`config.mk`:
```
export PLATFORM = sky130hd
export DESIGN_NAME = multi_edge_detect
export DESIGN_NICKNAME = d
export VERILOG_FILES = /design/src/rtl/multi_edge_detect.sv
export SDC_FILE = /design/constraint.sdc
export NUM_CORES = 1
export LEC_CHECK = 0
export ABC_AREA = 1
export CAP_MARGIN = 20
export CORE_MARGIN = 1
export CORE_UTILIZATION = 48
export DETAILED_ROUTE_END_ITERATION = 7
export PLACE_DENSITY_LB_ADDON = 0.05
export SYNTH_ARGS = -nofsm -noshare
export SYNTH_HDL_FRONTEND = slang
export SYNTH_SLANG_ARGS = --single-unit
```
`constraint.sdc`:
```
create_clock -name clk -period 8.88 [get_ports clk]
set_input_delay 0.888 -clock clk [delete_from_list [all_inputs] [get_ports clk]]
set_output_delay 0.888 -clock clk [all_outputs]
set_load 0.02 [all_outputs]
```
`src/rtl/multi_edge_detect.sv`:
```
// Multi-channel edge detector: synchroniser, glitch filter, rise/fall strobes,
// sticky event flags with interrupt, and a saturating global event counter.
module multi_edge_detect #(
    parameter int WIDTH         = 4,
    parameter int SYNC_STAGES   = 2,
    parameter int FILTER_CYCLES = 3,
    parameter int CNT_W         = 8
) (
    input  logic             clk,
    input  logic             reset,
    input  logic [WIDTH-1:0] a_i,
    input  logic [WIDTH-1:0] rise_en_i,
    input  logic [WIDTH-1:0] fall_en_i,
    input  logic [WIDTH-1:0] clr_i,
    input  logic             cnt_clr_i,
    output logic [WIDTH-1:0] level_o,
    output logic [WIDTH-1:0] rising_edge_o,
    output logic [WIDTH-1:0] falling_edge_o,
    output logic [WIDTH-1:0] sticky_o,
    output logic             irq_o,
    output logic [CNT_W-1:0] evt_count_o
);

    localparam int CW = $clog2(FILTER_CYCLES) + 1;
    localparam int NW = $clog2(2 * WIDTH + 1);
    localparam int SW = CNT_W + NW + 1;
    localparam logic [CW-1:0]    CTHR = CW'(FILTER_CYCLES - 1);
    localparam logic [CNT_W-1:0] CMAX = '1;

    logic [WIDTH-1:0] s;

    generate
        if (SYNC_STAGES == 0) begin : g_nosync
            assign s = a_i;
        end else begin : g_sync
            logic [WIDTH-1:0] sync_q [SYNC_STAGES];
            always_ff @(posedge clk) begin
                if (reset) begin
                    for (int i = 0; i < SYNC_STAGES; i++) sync_q[i] <= '0;
                end else begin
                    sync_q[0] <= a_i;
                    for (int i = 1; i < SYNC_STAGES; i++) sync_q[i] <= sync_q[i-1];
                end
            end
            assign s = sync_q[SYNC_STAGES-1];
        end
    endgenerate

    logic [WIDTH-1:0] level_q, level_d;
    logic [CW-1:0]    cnt_q [WIDTH];
    logic [CW-1:0]    cnt_d [WIDTH];
    logic [WIDTH-1:0] rise_q, rise_d;
    logic [WIDTH-1:0] fall_q, fall_d;
    logic [WIDTH-1:0] sticky_q, sticky_d;
    logic [CNT_W-1:0] evt_q, evt_d;
    logic [NW-1:0]    n_evt;
    logic [SW-1:0]    sum;

    always_comb begin
        level_d = level_q;
        rise_d  = '0;
        fall_d  = '0;
        for (int i = 0; i < WIDTH; i++) begin
            cnt_d[i] = cnt_q[i];
            if (s[i] == level_q[i]) begin
                cnt_d[i] = '0;
            end else if (cnt_q[i] == CTHR) begin
                level_d[i] = s[i];
                cnt_d[i]   = '0;
                rise_d[i]  = s[i] & rise_en_i[i];
                fall_d[i]  = ~s[i] & fall_en_i[i];
            end else begin
                cnt_d[i] = cnt_q[i] + CW'(1);
            end
        end
    end

    always_comb begin
        n_evt = '0;
        for (int i = 0; i < WIDTH; i++) begin
            n_evt = n_evt + NW'(rise_d[i]) + NW'(fall_d[i]);
        end
        // Sticky set has priority over clear so no event is ever lost
        sticky_d = (sticky_q & ~clr_i) | rise_d | fall_d;
        sum = (cnt_clr_i ? '0 : SW'(evt_q)) + SW'(n_evt);
        if (sum > SW'(CMAX)) evt_d = CMAX;
        else                 evt_d = sum[CNT_W-1:0];
    end

    always_ff @(posedge clk) begin
        if (reset) begin
            level_q  <= '0;
            rise_q   <= '0;
            fall_q   <= '0;
            sticky_q <= '0;
            evt_q    <= '0;
            for (int i = 0; i < WIDTH; i++) cnt_q[i] <= '0;
        end else begin
            level_q  <= level_d;
            rise_q   <= rise_d;
            fall_q   <= fall_d;
            sticky_q <= sticky_d;
            evt_q    <= evt_d;
            for (int i = 0; i < WIDTH; i++) cnt_q[i] <= cnt_d[i];
        end
    end

    assign level_o        = level_q;
    assign rising_edge_o  = rise_q;
    assign falling_edge_o = fall_q;
    assign sticky_o       = sticky_q;
    assign irq_o          = |sticky_q;
    assign evt_count_o    = evt_q;

endmodule

```
==> results of run 1 <==
-- critical path: cells and delay by family --
kind	cells	cell delay [ns]
compound gates	1	0.23
buf+inv	1	0.46
fa+ha+maj	5	2.36
simple gates	5	0.54
-- routing by layer --
| metal | up-vias | GRT usage |
|---|---|---|
| met5 | - | 0 |
| met4 | 0 | 0.0718 |
| met3 | 4 | 0.0466 |
| met2 | 28 | 0.297 |
| met1 | 679 | 0.214 |
| li1 | 829 | - |
-- layout by cell type, fill, tap and decap left out, drive strengths merged --
master	count
or2	1
nand4	5
nand2	28
nor2	55
clkinv	1
inv	43
nand3	11
buf	1
o21ai	6
clkdlybuf4s50	43
nor3	4
clkbuf	6
fa	5
ha	14
xor2	6
xnor2	5
a21oi	10
dfxtp	44
-- state kept, by name, indices dropped and copies added (netlist names) --
| name | cells |
|---|---|
| cnt_q | 12 |
| sticky_o | 4 |
| evt_count_o | 8 |
| falling_edge_o | 4 |
| rising_edge_o | 4 |
| g_sync.sync_q | 8 |
| level_o | 4 |
-- metrics by stage --
stage	worst slack, ns	power [mW]
global placement	4.34	0.222
global route	4.40	0.346
detailed placement	4.28	0.222
finish	4.63	0.330
floorplan	4.97	0.212
CTS	4.60	0.337
-- worst max-delay path by stage --
stage	end	cells past startpoint	slack, ns	startpoint
floorplan	evt_count_o[6]	10	4.97	rise_en_i[1]
global placement	evt_count_o[5]	12	4.34	rise_en_i[1]
detailed placement	evt_count_o[7]	12	4.28	rise_en_i[1]
CTS	evt_count_o[7]	12	4.60	rise_en_i[1]
global route	evt_count_o[5]	12	4.40	rise_en_i[1]
finish	evt_count_o[7]	12	4.63	rise_en_i[1]
-- kinds of logic (layout without fill, tap and decap cells) --
logic type / Yosys count / after routing / synth area share
xor+xnor: 11 / 11 / 0.0484
compound gates: 16 / 16 / 0.0478
fa+ha+maj: 19 / 19 / 0.138
simple gates: 104 / 104 / 0.233
flops: 44 / 44 / 0.442
buf+inv: 46 / 94 / 0.0899
-- report_power, final --
part / internal (mW) / switching, mW
registers: 0.199 / 0.00145
clock network: 0.0535 / 0.0598
logic: 0.00908 / 0.00717
-- final cells by class --
class / instances / area (µm²) / area share
sequential: 44 / 881 / 0.345
inverter: 43 / 164 / 0.0642
clock buffer: 6 / 72.6 / 0.0284
timing repair buffer: 44 / 438 / 0.171
clock inverter: 1 / 5.00 / 0.00196
multi-input combinational: 150 / 931 / 0.365
tap: 50 / 62.6 / 0.0245
==> results.json, run 1 <==
{
  "design.core.area_um2": 4000,
  "max_freq_mhz": 235,
  "cts-hold-fix-buffers": 0,
  "die-area_um2": 4410,
  "cp_slowest_cell": "fa_1",
  "fp-row-count": 23,
  "p_leak_nw": 1.09,
  "port_buffers": 43,
  "dieWidth_um": 66.4,
  "netlist_area_um2": 1990,
  "cp-start-kind": "primary input",
  "period_needed_ns": 4.25,
  "top_layer": "met4",
  "synth_top_area_cell": "dfxtp_1",
  "critPathKind": "primary input to register",
  "final_cells": 338,
  "holdWs_ns": 0.404,
  "initial_utilization": 0.498,
  "ys_ff_latch": 44,
  "critPathMaxStageDelay_ns": 0.55,
  "fin_area_um2": 2550,
  "area_delta_synth_final_pct": 28.3,
  "tns_ns": 0,
  "drive_gt1_frac": 0.0625,
  "drc_errors": 0,
  "place_inst": 331,
  "antenna_found_initial": 0,
  "holdPathStages": 2,
  "hp-start": "g_sync.sync_q[0][0]",
  "r2r_setup_slack_ns": 4.92,
  "drt-met1-wl_mm": 1.69,
  "final_nets": 326,
  "n_fill_cell": 371,
  "synth_nets": 278,
  "dieHeight_um": 66.4,
  "post_dp_cell_area_um2": 2480,
  "arrival_ns": 4.47,
  "setup_viol": 0,
  "yosysUniqueCellTypes": 24,
  "hold_end": "g_sync.sync_q[0][4]",
  "synth_area_leaders": "dfxtp_1 44%, nor2_1 10%, ha_1 8.8%",
  "htree_levels": 2,
  "status": "complete, no violations",
  "worst_slew_pin_slew_ns": 0.337,
  "ys.flop_type": "dfxtp_1",
  "postCtsSetupBuffers": 0,
  "cp_common_cell": "fa_1",
  "rr_worst_depth": 15,
  "synth-seq-area-share": 0.442,
  "synthTopCellsByCount": "53 x nor2_1, 44 x dfxtp_1, 42 x inv_1",
  "gp_congestion": 0.776,
  "grt_overflow": 0,
  "dr_wl_met3_um": 136,
  "antenna_left": 0,
  "r2r-end": "evt_count_o[7]",
  "track_usage": 0.177,
  "post_drt_wl_per_cell_um": 10.6,
  "cts.clk_slew.worst_paths_ns": 0.08,
  "drv_slew": 0,
  "skew_ns": 0.00360,
  "slew_headroom": 0.775,
  "route.met2.wl_mm": 1.70,
  "grt_pass1_wl_mm": 5.77,
  "holdCritPathClass": "register to register",
  "ys_async_sr_fraction": 0,
  "peakVddDrop_v": 0.0000993,
  "clkLatencyLatePin_ns": 0.28,
  "synth.avg_cell_area_um2": 8.29,
  "crit_chain": "clkdlybuf4s50_1 -> nand4_1 -> fa_1 -> fa_1 -> fa_1 -> fa_1 -> fa_1 -> o21ai_4 -> nand3_4 -> nand2_1 -> nor2_1 -> nor2_1",
  "numCtsBuffers": 5,
  "via_per_inst": 4.56,
  "final_core_util": 0.638,
  "drv_cap": 0,
  "worstReg2RegStart": "cnt_q[1][0]",
  "end_kind": "register",
  "cts_resized": 0,
  "netlist.area_leader.share": 0.442,
  "yosysMostFrequentCell": "nor2_1",
  "power_density_nw_per_um2": 129,
  "synth_edf_count": 0,
  "routed_wl_mm": 3.57,
  "grt_start_max_net_pins": 33,
  "ios": 44,
  "required_ns": 9.10,
  "hold_viol": 0,
  "drtPass1Iterations": 4,
  "yosys_warnings": 0,
  "antenna_cells": 0,
  "grt_pass1_vias": 1339,
  "synthCells": 240,
  "dr.first_iter.drc_count": 47,
  "hpwlAfterDp_mm": 2.73,
  "cts_max_path_buffers": 2,
  "clkSinkCount": 44,
  "period_share": 0.479,
  "cts_tree": "yes",
  "clock-root-buffer": "clkbuf_8",
  "vias": 1540,
  "rsz0062_at_grt": "no",
  "worstPathMaxFanout": 7
}
Power figures use the tool's default switching activity.
==> run 2: changes to the inputs <==
--- a/config.mk
+++ b/config.mk
@@ -8,7 +8,7 @@
 export ABC_AREA = 1
 export CAP_MARGIN = 20
 export CORE_MARGIN = 1
-export CORE_UTILIZATION = 48
+export CORE_UTILIZATION = 45
 export DETAILED_ROUTE_END_ITERATION = 7
 export PLACE_DENSITY_LB_ADDON = 0.05
 export SYNTH_ARGS = -nofsm -noshare
==> constraint.sdc (replaced) <==
create_clock -name clk -period 3.7 [get_ports clk]
set_input_delay 0.37 -clock clk [delete_from_list [all_inputs] [get_ports clk]]
set_output_delay 0.37 -clock clk [all_outputs]
set_load 0.02 [all_outputs]
==> results.json, run 2 (synthesis results as in run 1) <==
{
  "rsz0062_at_grt": "yes",
  "mostFrequentLayoutCells": "50 x nor2_1, 43 x clkdlybuf4s50_1, 39 x dfxtp_1",
  "skew_ns": 0.00458,
  "max_freq_mhz": 276,
  "peakVddDrop_v": 0.000193,
  "worstPathMaxFanout": 7,
  "critPathKind": "register to register",
  "setup_viol": 0,
  "p_leak_nw": 1.17,
  "vias": 1603,
  "final_common_cell": "nor2_1",
  "required_ns": 3.93,
  "cp-start-kind": "register",
  "die-area_um2": 4690,
  "holdCritPathClass": "register to register",
  "port_buffers": 43,
  "worst_slew_pin_slew_ns": 0.555,
  "numCtsBuffers": 5,
  "antenna_left": 0,
  "htree_levels": 2,
  "power_density_nw_per_um2": 321,
  "post_drt_wl_per_cell_um": 10.9,
  "grt_overflow": 0,
  "clkSinkCount": 44,
  "final_core_util": 0.667,
  "critPathMaxStageDelay_ns": 0.53,
  "grt_pass1_wl_mm": 6.21,
  "crit_buf_inv": 2,
  "period_share": 0.980,
  "drc_errors": 0,
  "hold_viol": 0,
  "cts.clk_slew.worst_paths_ns": 0.08,
  "cp_top_family": "adder cells",
  "antenna_found_initial": 0,
  "cp_common_cell": "fa_1",
  "dieWidth_um": 68.5,
  "dieHeight_um": 68.5,
  "worst_slack_ns": 0.0736,
  "area_delta_synth_final_pct": 37.9,
  "end_kind": "register",
  "fp-row-count": 23,
  "top_register": "cnt_q",
  "slew_headroom": 0.629,
  "largest_reg_flops": 12,
  "ios": 44,
  "initial_utilization": 0.484,
  "cts_max_path_buffers": 2,
  "antenna_cells": 0,
  "arrival_ns": 3.85,
  "r2r_setup_slack_ns": 0.07,
  "design.core.area_um2": 4120,
  "drive_gt1_frac": 0.166,
  "grt_pass1_vias": 1480,
  "status": "complete, no violations",
  "track_usage": 0.184,
  "gp_congestion": 0.789,
  "power_uw": 881,
  "routed_wl_mm": 3.83,
  "grt_start_max_net_pins": 18,
  "final_nets": 338,
  "drv_cap": 0,
  "cts-hold-fix-buffers": 0,
  "crit_chain": "inv_2 -> ha_4 -> inv_2 -> nor2_4 -> nand4_1 -> fa_1 -> fa_1 -> fa_1 -> fa_2 -> fa_2 -> o21ai_4 -> nand3_4 -> nand2_1 -> nor2_1 -> nor2_1",
  "pre_cts_ws_ns": -0.295,
  "period_needed_ns": 3.63,
  "drtPass1Iterations": 4,
  "clkLatencyLatePin_ns": 0.29,
  "cts_tree": "yes",
  "drv_slew": 0,
  "dr.first_iter.drc_count": 74,
  "cp_slowest_cell": "fa_1",
  "via_per_inst": 4.57,
  "clock-root-buffer": "clkbuf_8",
  "hpwlAfterDp_mm": 2.98
}
run 2: changes by cell type in the layout (fill, tap and decap cells not counted), sizes merged:
| cell | previous run | this run |
|---|---|---|
| buf | 1 | 13 |
| bufinv | 0 | 1 |
run 2: repair_timing:
| action | 4_1_cts | 5_1_grt |
|---|---|---|
| gates resized for setup | 4 | 20 |
| endpoints found under the setup margin | 8 | 8 |
| gates cloned | 0 | 0 |
| setup buffers | 2 | 2 |
| pin swaps | 4 | 5 |
run 2: power breakdown:
part	leakage [nW]	switching, mW	internal, mW
sequential	0.359	0.00345	0.479
combinational	0.759	0.0186	0.0241
clock	0.0552	0.156	0.200
run 2: per-stage QoR:
step / instance area [µm²] / hold slack, ns / setup TNS (ns) / cells
2_1_floorplan: 1990 / 0.388 / 0 / 240
3_3_place_gp: 2540 / 0.390 / -1.68 / 339
3_5_place_dp: 2540 / 0.393 / -2.11 / 339
4_1_cts: 2670 / 0.403 / 0 / 349
5_1_grt: 2750 / 0.426 / -0.676 / 351
6_report: 2750 / 0.399 / 0 / 351
run 2: tightest hold or removal path, stage by stage, from the launching register on:
cell	delay, ns
dfxtp_1	0.30
inv_1	0.04
nor2_1	0.03
run 2: cell type report:
cell class | count | area (µm²)
fill | 373 | 1370
multi-input combinational | 150 | 996
sequential | 44 | 887
timing repair buffer | 56 | 528
inverter | 43 | 164
clock buffer | 6 | 72.6
tap | 50 | 62.6
clock inverter | 2 | 35.0
run 2: metal layers:
layer  global-route usage  part of all wire  up-vias
met2                0.316              0.47       29
met1                0.215              0.47      718
met4               0.0781             0.017        0
met5                    0                 0        -
li1                     -                 -      850
met3               0.0493             0.041        6
run 2: final timing paths:
path | cells past startpoint | end | from
hold / removal | 2 | g_sync.sync_q[0][5] | g_sync.sync_q[0][1]
setup reg to reg | 15 | evt_count_o[7] | cnt_q[0][0]
setup / recovery | 15 | evt_count_o[7] | cnt_q[0][0]
hold reg to reg | 2 | g_sync.sync_q[0][5] | g_sync.sync_q[0][1]
